### src/rtl/ikari_rom_toggle_responder.sv
// rtl/ikari_rom_toggle_responder.sv - toggle req/ack ROM fetch responder on one SDRAM read port
// Optional one-entry response cache is enabled by defining ROM_RESP_CACHE_EN.
module ikari_rom_toggle_responder #(
    parameter int unsigned       ADDR_W    = 25,
    parameter logic [ADDR_W-1:0] BASE_ADDR = '0,
    parameter int unsigned       MAX_RETRY = 2
) (
    input  logic              clk,
    input  logic              VIDEO_RSTn,
    input  logic [23:0]       rom_addr,
    input  logic              rom_req,
    output logic              rom_ack,
    output logic [15:0]       rom_data,
    output logic [ADDR_W-1:0] sdram_addr,
    output logic              sdram_rd,
    input  logic              sdram_busy,
    input  logic              sdram_valid,
    input  logic [15:0]       sdram_dout,
    output logic              busy
);

    typedef enum logic [1:0] {
        S_IDLE,
        S_ISSUE,
        S_WAIT
    } state_t;

    state_t            r_state;
    logic              r_rom_ack;
    logic [15:0]       r_rom_data;
    logic [ADDR_W-1:0] r_addr_q;
    logic              r_sdram_rd;
    logic              r_busy;
    logic [2:0]        r_retry;

`ifdef ROM_RESP_CACHE_EN
    logic              r_cache_vld;
    logic [ADDR_W-1:0] r_last_addr;
    logic [15:0]       r_last_data;
`endif

    logic [ADDR_W-1:0] w_req_addr;
    logic              w_pending;

    assign w_req_addr = BASE_ADDR + ADDR_W'(rom_addr);
    assign w_pending  = rom_req != r_rom_ack;

    assign rom_ack    = r_rom_ack;
    assign rom_data   = r_rom_data;
    assign sdram_addr = r_addr_q;
    assign sdram_rd   = r_sdram_rd;
    assign busy       = r_busy;

    always_ff @(posedge clk or negedge VIDEO_RSTn) begin
        if (!VIDEO_RSTn) begin
            r_state    <= S_IDLE;
            r_rom_ack  <= 1'b0;
            r_rom_data <= 16'h0000;
            r_addr_q   <= '0;
            r_sdram_rd <= 1'b0;
            r_busy     <= 1'b0;
            r_retry    <= 3'd0;
`ifdef ROM_RESP_CACHE_EN
            r_cache_vld <= 1'b0;
            r_last_addr <= '0;
            r_last_data <= 16'h0000;
`endif
        end else begin
            case (r_state)
                S_IDLE: begin
                    if (w_pending) begin
`ifdef ROM_RESP_CACHE_EN
                        if (r_cache_vld && (w_req_addr == r_last_addr)) begin
                            r_rom_data <= r_last_data;
                            r_rom_ack  <= ~r_rom_ack;
                        end else
`endif
                        begin
                            r_addr_q   <= w_req_addr;
                            r_retry    <= 3'd0;
                            r_sdram_rd <= 1'b1;
                            r_busy     <= 1'b1;
                            r_state    <= S_ISSUE;
                        end
                    end
                end
                S_ISSUE: begin
                    // sdram_valid is deliberately ignored here: it can only be a late strobe.
                    if (!sdram_busy) begin
                        r_sdram_rd <= 1'b0;
                        r_state    <= S_WAIT;
                    end
                end
                S_WAIT: begin
                    if (sdram_valid) begin
                        if (!w_pending) begin
                            r_busy  <= 1'b0;
                            r_state <= S_IDLE;
                        end else if ((w_req_addr == r_addr_q) || (r_retry == 3'(MAX_RETRY))) begin
                            r_rom_data <= sdram_dout;
                            r_rom_ack  <= ~r_rom_ack;
                            r_busy     <= 1'b0;
                            r_state    <= S_IDLE;
`ifdef ROM_RESP_CACHE_EN
                            r_cache_vld <= 1'b1;
                            r_last_addr <= r_addr_q;
                            r_last_data <= sdram_dout;
`endif
                        end else begin
                            // Client moved on while we waited: refetch at its current address.
                            r_addr_q   <= w_req_addr;
                            r_retry    <= r_retry + 3'd1;
                            r_sdram_rd <= 1'b1;
                            r_state    <= S_ISSUE;
                        end
                    end
                end
                default: begin
                    r_sdram_rd <= 1'b0;
                    r_busy     <= 1'b0;
                    r_state    <= S_IDLE;
                end
            endcase
        end
    end

endmodule

### config.mk
export PLATFORM = sky130hd
export DESIGN_NAME = ikari_rom_toggle_responder
export DESIGN_NICKNAME = d
export VERILOG_FILES = /design/src/rtl/ikari_rom_toggle_responder.sv
export SDC_FILE = /design/constraint.sdc
export NUM_CORES = 1
export LEC_CHECK = 0
export ABC_CLOCK_PERIOD_IN_PS = 2000
export BUFFER_PORTS_ARGS = -buffer_cell sky130_fd_sc_hd__buf_2
export CELL_PAD_IN_SITES_DETAIL_PLACEMENT = 1
export CELL_PAD_IN_SITES_GLOBAL_PLACEMENT = 1
export CORE_MARGIN = 4
export CORE_UTILIZATION = 26
export CTS_CLUSTER_SIZE = 40
export DETAILED_ROUTE_END_ITERATION = 10
export PLACE_DENSITY = 0.64
export SLEW_MARGIN = 20
export SYNTH_ARGS = -nofsm -noshare
export SYNTH_HDL_FRONTEND = slang
export SYNTH_SLANG_ARGS = --single-unit
export TNS_END_PERCENT = 50
### constraint.sdc
create_clock -name clk -period 2 [get_ports clk]
set_input_delay 0.6 -clock clk [delete_from_list [all_inputs] [get_ports clk]]
set_output_delay 0.6 -clock clk [all_outputs]
set_load 0.02 [all_outputs]
# --- Yosys cells after proc, flatten, opt, wreduce, memory -nomap -nowiden ---
# Cells that the tools add are included.
totals:
  ff_bits: 49
  output_inout_bits: 44
op_classes:
  n_mux: 26
  n_eq_ne: 11
  reduce_logical: 8
  n_bitwise: 2
  addsub: 1
ops:
  columns: ["cell", "n"]
  rows:
  - ["25-bit 2-to-1 mux", 4]
  - ["25-bit one-hot mux with 2 select lines", 1]
  - ["24-bit by 25-bit == test with 1-bit output", 1]
  - ["3-bit 2-to-1 mux", 4]
  - ["1-bit 2-to-1 mux", 10]
  - ["2-bit inequality test (second input constant)", 5]
  - ["5-bit AND reduction", 2]
  - ["4-bit AND reduction", 2]
  - ["2-bit 2-to-1 mux", 3]
  - ["1-bit one-hot mux with 3 select lines", 2]
  - ["2-bit one-hot mux with 3 select lines", 1]
  - ["3-bit one-hot mux with 2 select lines", 1]
  - ["3-bit by 1-bit adder with 3-bit output (second input constant)", 1]
  - ["3-bit by 2-bit == test with 1-bit output (second input constant)", 1]
  - ["3-bit inequality test (second input constant)", 1]
  - ["3-bit AND reduction", 1]
  - ["2-bit by 1-bit == test with 1-bit output (second input constant)", 1]
  - ["2-bit == test (second input constant)", 1]
  - ["2-bit zero test", 1]
  - ["1-bit inverter", 2]
  - ["2-bit nonzero test", 1]
  - ["1-bit logical OR", 1]
  - ["1-bit inequality test", 1]

# --- Depth between registers and ports, before layout ---
# Gate-level depths: netlist of the first run.
depth:
  depth_word: 6
  depth_mapped: 9
  ltp_nobuf: 6

# --- Least setup slack after synthesis of the first run ---
# Ideal clock, no wire load.
synth_path:
  path_type: "input to register"
  startpoint: "input rom_addr[20]"
  endpoint: "register r_addr_q[0], in the netlist sdram_addr[0]"
  path_buffers: 3
  setup_slack_ps: -196
  setup_ps: 125
  cell_stages: 8
  required_ps: 1875
  t_arrival_ps: 2071
  cell_sequence: "xor2_1 nor4_1 nand2_1 buf_6 o31a_1 buf_6 buf_8 mux2_4"
synth_between:
  elab_chain_cells: 4
synth_rtl:
  columns: ["element", "line_no", "rtl"]
  rows:
  - ["start, declared", "10", "input logic [23:0] rom_addr,"]
  - ["24-bit by 25-bit == test with 1-bit output", "99", "end else if ((w_req_addr == r_addr_q) || (r_retry == 3'(MAX_RETRY))) begin"]
  - ["1-bit logical OR", "99", null]
  - ["2-bit inequality test (no line)", null, null]
  - ["5-bit AND reduction (no line)", null, null]
  - ["end signal, assigned", "79", "r_addr_q <= w_req_addr;"]
  - ["end signal, assigned", "111", "r_addr_q <= w_req_addr;"]
  - ["end, declared", "31", "logic [ADDR_W-1:0] r_addr_q;"]
# No other way between the ends.
# A chain may end at the register's enable or synchronous reset.

# --- Final worst setup path of the first run ---
layout_path:
  startpoint: "register r_addr_q[12], in the netlist sdram_addr[12]"
  endpoint: "register r_addr_q[23], in the netlist sdram_addr[23]"
layout_between:
  elab_chain_cells: 4
layout_rtl:
  columns: ["element", "line_no"]
  rows:
  - ["24-bit by 25-bit == test with 1-bit output", "99"]
  - ["1-bit logical OR", "99"]
  - ["2-bit inequality test (no line)", null]
  - ["5-bit AND reduction (no line)", null]
# No other way between the ends.

==> results.txt, run 1 <==
Routed metal-1 wirelength: 3480 um
Worst Path Arrival: 2240 ps
Dpl hpwl: 5940 um
P&R area growth vs syn: 34.6%
Area contributors post-synth: dfrtp_1, mux2_4, xor2_1
First-pass GRT wire length: 13600 um
DR pass1 iterations: 4
Clock skew: 5.68 ps
Gr usage total: 0.130
DIE AREA: 12500 um^2
Port buffer count: 87
Crit path capture type: flip-flop
Setup tns final: -587 ps
DR WL/cell: 16.0 um
Setup Crit Path Kind: flip-flop to flip-flop
Status: complete, but fails checks
Ys Warns: 0
Clock slew at reported path FFs: 100 ps
Pin count of the biggest net entering global routing: 49
Hold Buf Count CTS: 0
Final setup violation count: 23
Min Tclk post-route: 2040 ps
Startpoint types: flip-flop
Fin area: 3770 um^2
CTS tree: yes
Top post-synthesis cells by count: dfrtp_1, nand2_1, xor2_1
Total Wirelength: 8170 um
R2R depth: 6
Layout cells sized above 1: 0.455
Post-synth cell types: 37
Final nets: 423
EDFF count, synth: 0
Number of remaining DRC errors: 0
Pwr Density: 1150 nW/um^2
Syn Std Cell Area: 2800 um^2
Share of Yosys cell area claimed by the top area cell type: 0.429
Chip height: 112 um
Synthesized flop and latch total: 48
Met3 routed WL: 562 um
Leakage power: 1.69 nW
Initial Util: 0.269
CP Data Required Time: 2200 ps
Cells after Synth: 267
Uppermost routed layer: met4
Diode count: 0
Routed Antenna Nets: 0
Syn_area_per_cell: 10.5 um^2
Clock Sinks: 48
Root Buffer: clkbuf_8
Yosys top cell by area: dfrtp_1
Initial antenna violation count: 0
Final Cycle Share: 1.02
Clock latency on the worst-skew pair: 310 ps
Unrepaired setup endpoints after global routing: true
Failing checks: negative setup slack
Final WS setup: -42.3 ps
TritonCTS Buffers: 5
Grt total ovfl: 0
Core Area: 10400 um^2
Final Power: 4.34 mW
Placed cells: 502
GPL Wtd Cong: 0.719
H-tree depth: 2
Vias in the first global route: 2777
Async set-reset flop share out of synthesis: 1.00
Maxcap violations: 0
Dpl cell area: 3560 um^2
HP Class: input pin to asynchronous set/reset pin
Top-level I/O count: 89
DIE WIDTH: 112 um
VDD IR max: 0.000641 V
Routed wl met2: 4090 um
Max-slew violation count: 0
Most common cell in the netlist: dfrtp_1
Final Hold Fails: 0
Vias per cell: 4.91
Hold Slack: 266 ps
Std-Cell Rows: 37
Post-synth top flop: dfrtp_1
Fin cells: 512
Maximum clock frequency: 0.490 GHz
CTS Buffer Depth: 2
Syn nets: 314
Vias: 2513
DRT iter0 DRCs: 101
Post-synthesis sequential area ratio: 0.429
CP Max Fanout: 25
-- registers in the layout, indices dropped and copies added, names as in the netlist --
| name | cells |
|---|---|
| rom_ack | 1 |
| r_state | 2 |
| busy | 1 |
| sdram_rd | 1 |
| rom_data | 16 |
| sdram_addr | 24 |
| r_retry | 3 |
-- cell families after synthesis --
group | synth area share
XOR/XNOR | 0.0782
other | 0.00134
adder cells (fa/ha/maj) | 0.00894
AND/OR/NAND/NOR | 0.173
multiplexers | 0.119
AO/OA/AOI/OAI | 0.143
buffers and inverters | 0.0469
flip-flops | 0.429
-- layout by cell type (no fill, tap or decap), drive strengths merged, types with 4 or more instances in the layout --
cell type	n
buf	123
dfrtp	48
nand2	37
xor2	25
mux2	24
nor2b	18
o311ai	18
and3	17
a221oi	16
nor4	6
clkbuf	5
inv	4
nor2	4
-- power breakdown --
group          switching, mW  internal (mW)  total (mW)
combinational           1.12           1.10        2.22
sequential             0.249           1.27        1.52
clock                  0.359          0.238       0.597
-- cell type report --
type | count | area [um^2]
fillers | 1222 | 6650
multi-input cells | 194 | 1570
flip-flops and latches | 48 | 1200
repair buffers | 123 | 734
well taps | 136 | 170
clock buffers | 5 | 68.8
inverters | 4 | 15.0
clock inverters | 2 | 12.5
-- per-stage QoR --
stage,setup WS (ps),utilization
final,-42.3,0.362
after global routing,-152,0.362
after CTS,-126,0.352
after detailed placement,-505,0.342
after global placement,-431,0.342
after floorplan,-159,-
-- worst max-delay path, stage by stage (launching register included) --
cell	delay (ps)
dfrtp_1	410
xor2_1	180
nor4_1	290
nand4_1	210
o31a_1	340
buf_12	190
mux2_4	310
-- metal layers --
layer,vias to the layer above,GRT usage
met2,68,0.219
met1,1250,0.166
met3,4,0.0418
met4,0,0.0195
met5,-,0
li1,1191,-
-- what timing repair did --
item | CTS | global route
pin swaps | 5 | 4
setup buffers | 1 | 2
resized for setup | 9 | 22
endpoints found under the setup margin | 36 | 47
-- worst paths after layout --
path,from,slack (ps),end
worst min-delay path,VIDEO_RSTn,270,sdram_addr[8]
worst max-delay path,sdram_addr[12],-40,sdram_addr[23]
min in group clk,rom_data[13],540,rom_data[13]
worst max register to register,sdram_addr[12],-40,sdram_addr[23]
max in group asynchronous,VIDEO_RSTn,1490,rom_data[14]
worst min register to register,rom_data[13],540,rom_data[13]
No activity file was read; power rests on OpenSTA's default activity.
==> run 2: changes to the inputs <==
- CORE_ASPECT_RATIO: default -> 1.25
==> run 2 against run 1 <==
The flow still finishes with violations (negative setup slack). Maximum frequency decreased by 1.3%. Critical endpoint is now sdram_addr[22]. Routed wire length increased by 1.2%. Critical path type unchanged. Largest power group unchanged. Non-clock buffer count decreased by 3. Final area increased by 2.5%.
==> results.txt, run 2 (synthesized netlist as in run 1, its figures left out) <==
Commonest non-fill, non-tap cell in the layout: buf_2
Met2 Use GR: 0.240 (+0.0203)
DRT iter0 DRCs: 92 (-8.9%)
GRT busiest layer: met2
Met3 Usage GRT: 0.0364 (-0.00543)
Max FFs per register: 24 (unchanged)
GR Util met1: 0.163 (-0.00246)
Dpl hpwl: 5890 um (-0.81%)
Vias in the first global route: 2804 (+0.97%)
Final Cycle Share: 1.03 (+0.0134)
Routed Antenna Nets: 0 (unchanged)
DR WL/cell: 16.3 um (+2.4%)
Leakage power: 1.77 nW (+5.1%)
CTS tree: yes
Setup tns final: -1350 ps (-762 ps)
TritonCTS Buffers: 5 (unchanged)
HP Class: input pin to asynchronous set/reset pin
Diode count: 0 (unchanged)
Clock skew: 6.95 ps (+1.26 ps)
R2R depth: 7 (+1)
Postcts setup bufs: 0 (-1)
Chip height: 124 um (+11%)
Std-Cell Rows: 42 (+14%)
Final nets: 420 (-0.71%)
Initial antenna violation count: 0 (unchanged)
GPL Wtd Cong: 0.753 (+4.7%)
Port buffer count: 87 (unchanged)
Final WS setup: -69.1 ps (-26.7 ps)
H-tree depth: 2 (unchanged)
Layout fillers: 1209 (-1.1%)
Min Tclk post-route: 2070 ps (+26.7 ps)
Core Area: 10600 um^2 (+1.4%)
DR pass1 iterations: 4 (unchanged)
Vias: 2530 (+0.68%)
Setup Crit Path Kind: flip-flop to flip-flop
Multi-input gate area: 1580 um^2 (+0.88%)
Root Buffer: clkbuf_16
Post-place setup slack: -451 ps (+54.0 ps)
Vias per cell: 5.00 (+1.9%)
CTS Buffer Depth: 2 (unchanged)
CP Data Required Time: 2170 ps (-30 ps)
Final Hold Fails: 0 (unchanged)
Max-slew violation count: 0 (unchanged)
Hold Slack: 292 ps (+26.1 ps)
Crit path capture type: flip-flop
Status: complete, but fails checks
Clock latency on the worst-skew pair: 290 ps (-20 ps)
Total Wirelength: 8270 um (+1.2%)
DIE WIDTH: 101 um (-9.8%)
Startpoint types: flip-flop
Grt total ovfl: 0 (unchanged)
Number of remaining DRC errors: 0 (unchanged)
Unrepaired setup endpoints after global routing: true
Worst Path Arrival: 2240 ps (about the same)
CP Max Fanout: 24 (-4.0%)
Top-level I/O count: 89 (unchanged)
Failing checks: negative setup slack
Clock Sinks: 48 (unchanged)
DIE AREA: 12500 um^2 (about the same)
Pwr Density: 1180 nW/um^2 (+2.8%)
Most frequent cells in the layout: buf_2, dfrtp_1, nand2_1
Maxcap violations: 0 (unchanged)
Clock slew at reported path FFs: 70 ps (-30 ps)
Maximum clock frequency: 0.483 GHz (-1.3%)
FF-to-FF Start: sdram_addr[14]
Layout cells sized above 1: 0.447 (-0.00826)
Gr usage total: 0.136 (+0.00633)
Final setup violation count: 24 (+4.3%)
Pin count of the biggest net entering global routing: 49 (unchanged)
Initial Util: 0.265 (-0.00372)
P&R area growth vs syn: 37.9%
CP Launch Point: sdram_addr[14]
Reg area: 1200 um^2 (unchanged)
First-pass GRT wire length: 13700 um (+0.96%)
VDD IR max: 0.000619 V (-3.5%)
-- run 2: worst paths after layout --
check / endpoint / slack (ps)
min in group clk: rom_data[4] / 540
worst min register to register: rom_data[4] / 540
worst max-delay path: sdram_addr[22] / -70
worst min-delay path: sdram_addr[7] / 290
worst max register to register: sdram_addr[22] / -70
max in group asynchronous: r_state[1] / 1470
-- run 2: timing repair --
action | in CTS | in global routing
endpoints found under the hold margin | 0 | 0
hold buffers | 0 | 0
endpoints found under the setup margin | 46 | 47
gates resized for setup | 11 | 31
pin swaps | 3 | 1
-- run 2: power breakdown --
group / total (mW) / internal [mW] / switching [mW]
Sequential: 1.53 / 1.27 / 0.257
Clock: 0.877 / 0.494 / 0.383
Combinational: 2.16 / 1.08 / 1.08
Total: 4.57 / 2.85 / 1.72
-- run 2: layer usage --
metal / part of all wire / wire, um
met5: 0 / 0
met2: 0.51 / 4200
met1: 0.42 / 3450
met3: 0.059 / 491
met4: 0.015 / 127
-- run 2: final cells by class --
class	count	share of cell area
multi-input combinational	194	0.409
sequential	48	0.311
timing repair buffer	120	0.194
tap	132	0.0428
clock buffer	6	0.0360
inverter	4	0.00389
clock inverter	2	0.00259
-- run 2: worst max-delay path: stages, from the launching register on --
cell     delay, ps
dfrtp_1        400
xor2_1         180
nor4_2         270
buf_4          140
nand4_1        140
o31a_1         330
buf_12         190
mux2_4         300
-- run 2: metrics by stage --
stage	area (um^2)	instances	utilization	power, mW
after floorplan	2800	267	-	2.83
after global placement	3570	498	0.338	3.61
after detailed placement	3570	498	0.338	3.67
after CTS	3750	506	0.355	4.58
after global routing	3860	506	0.365	4.89
final	3860	506	0.365	4.57
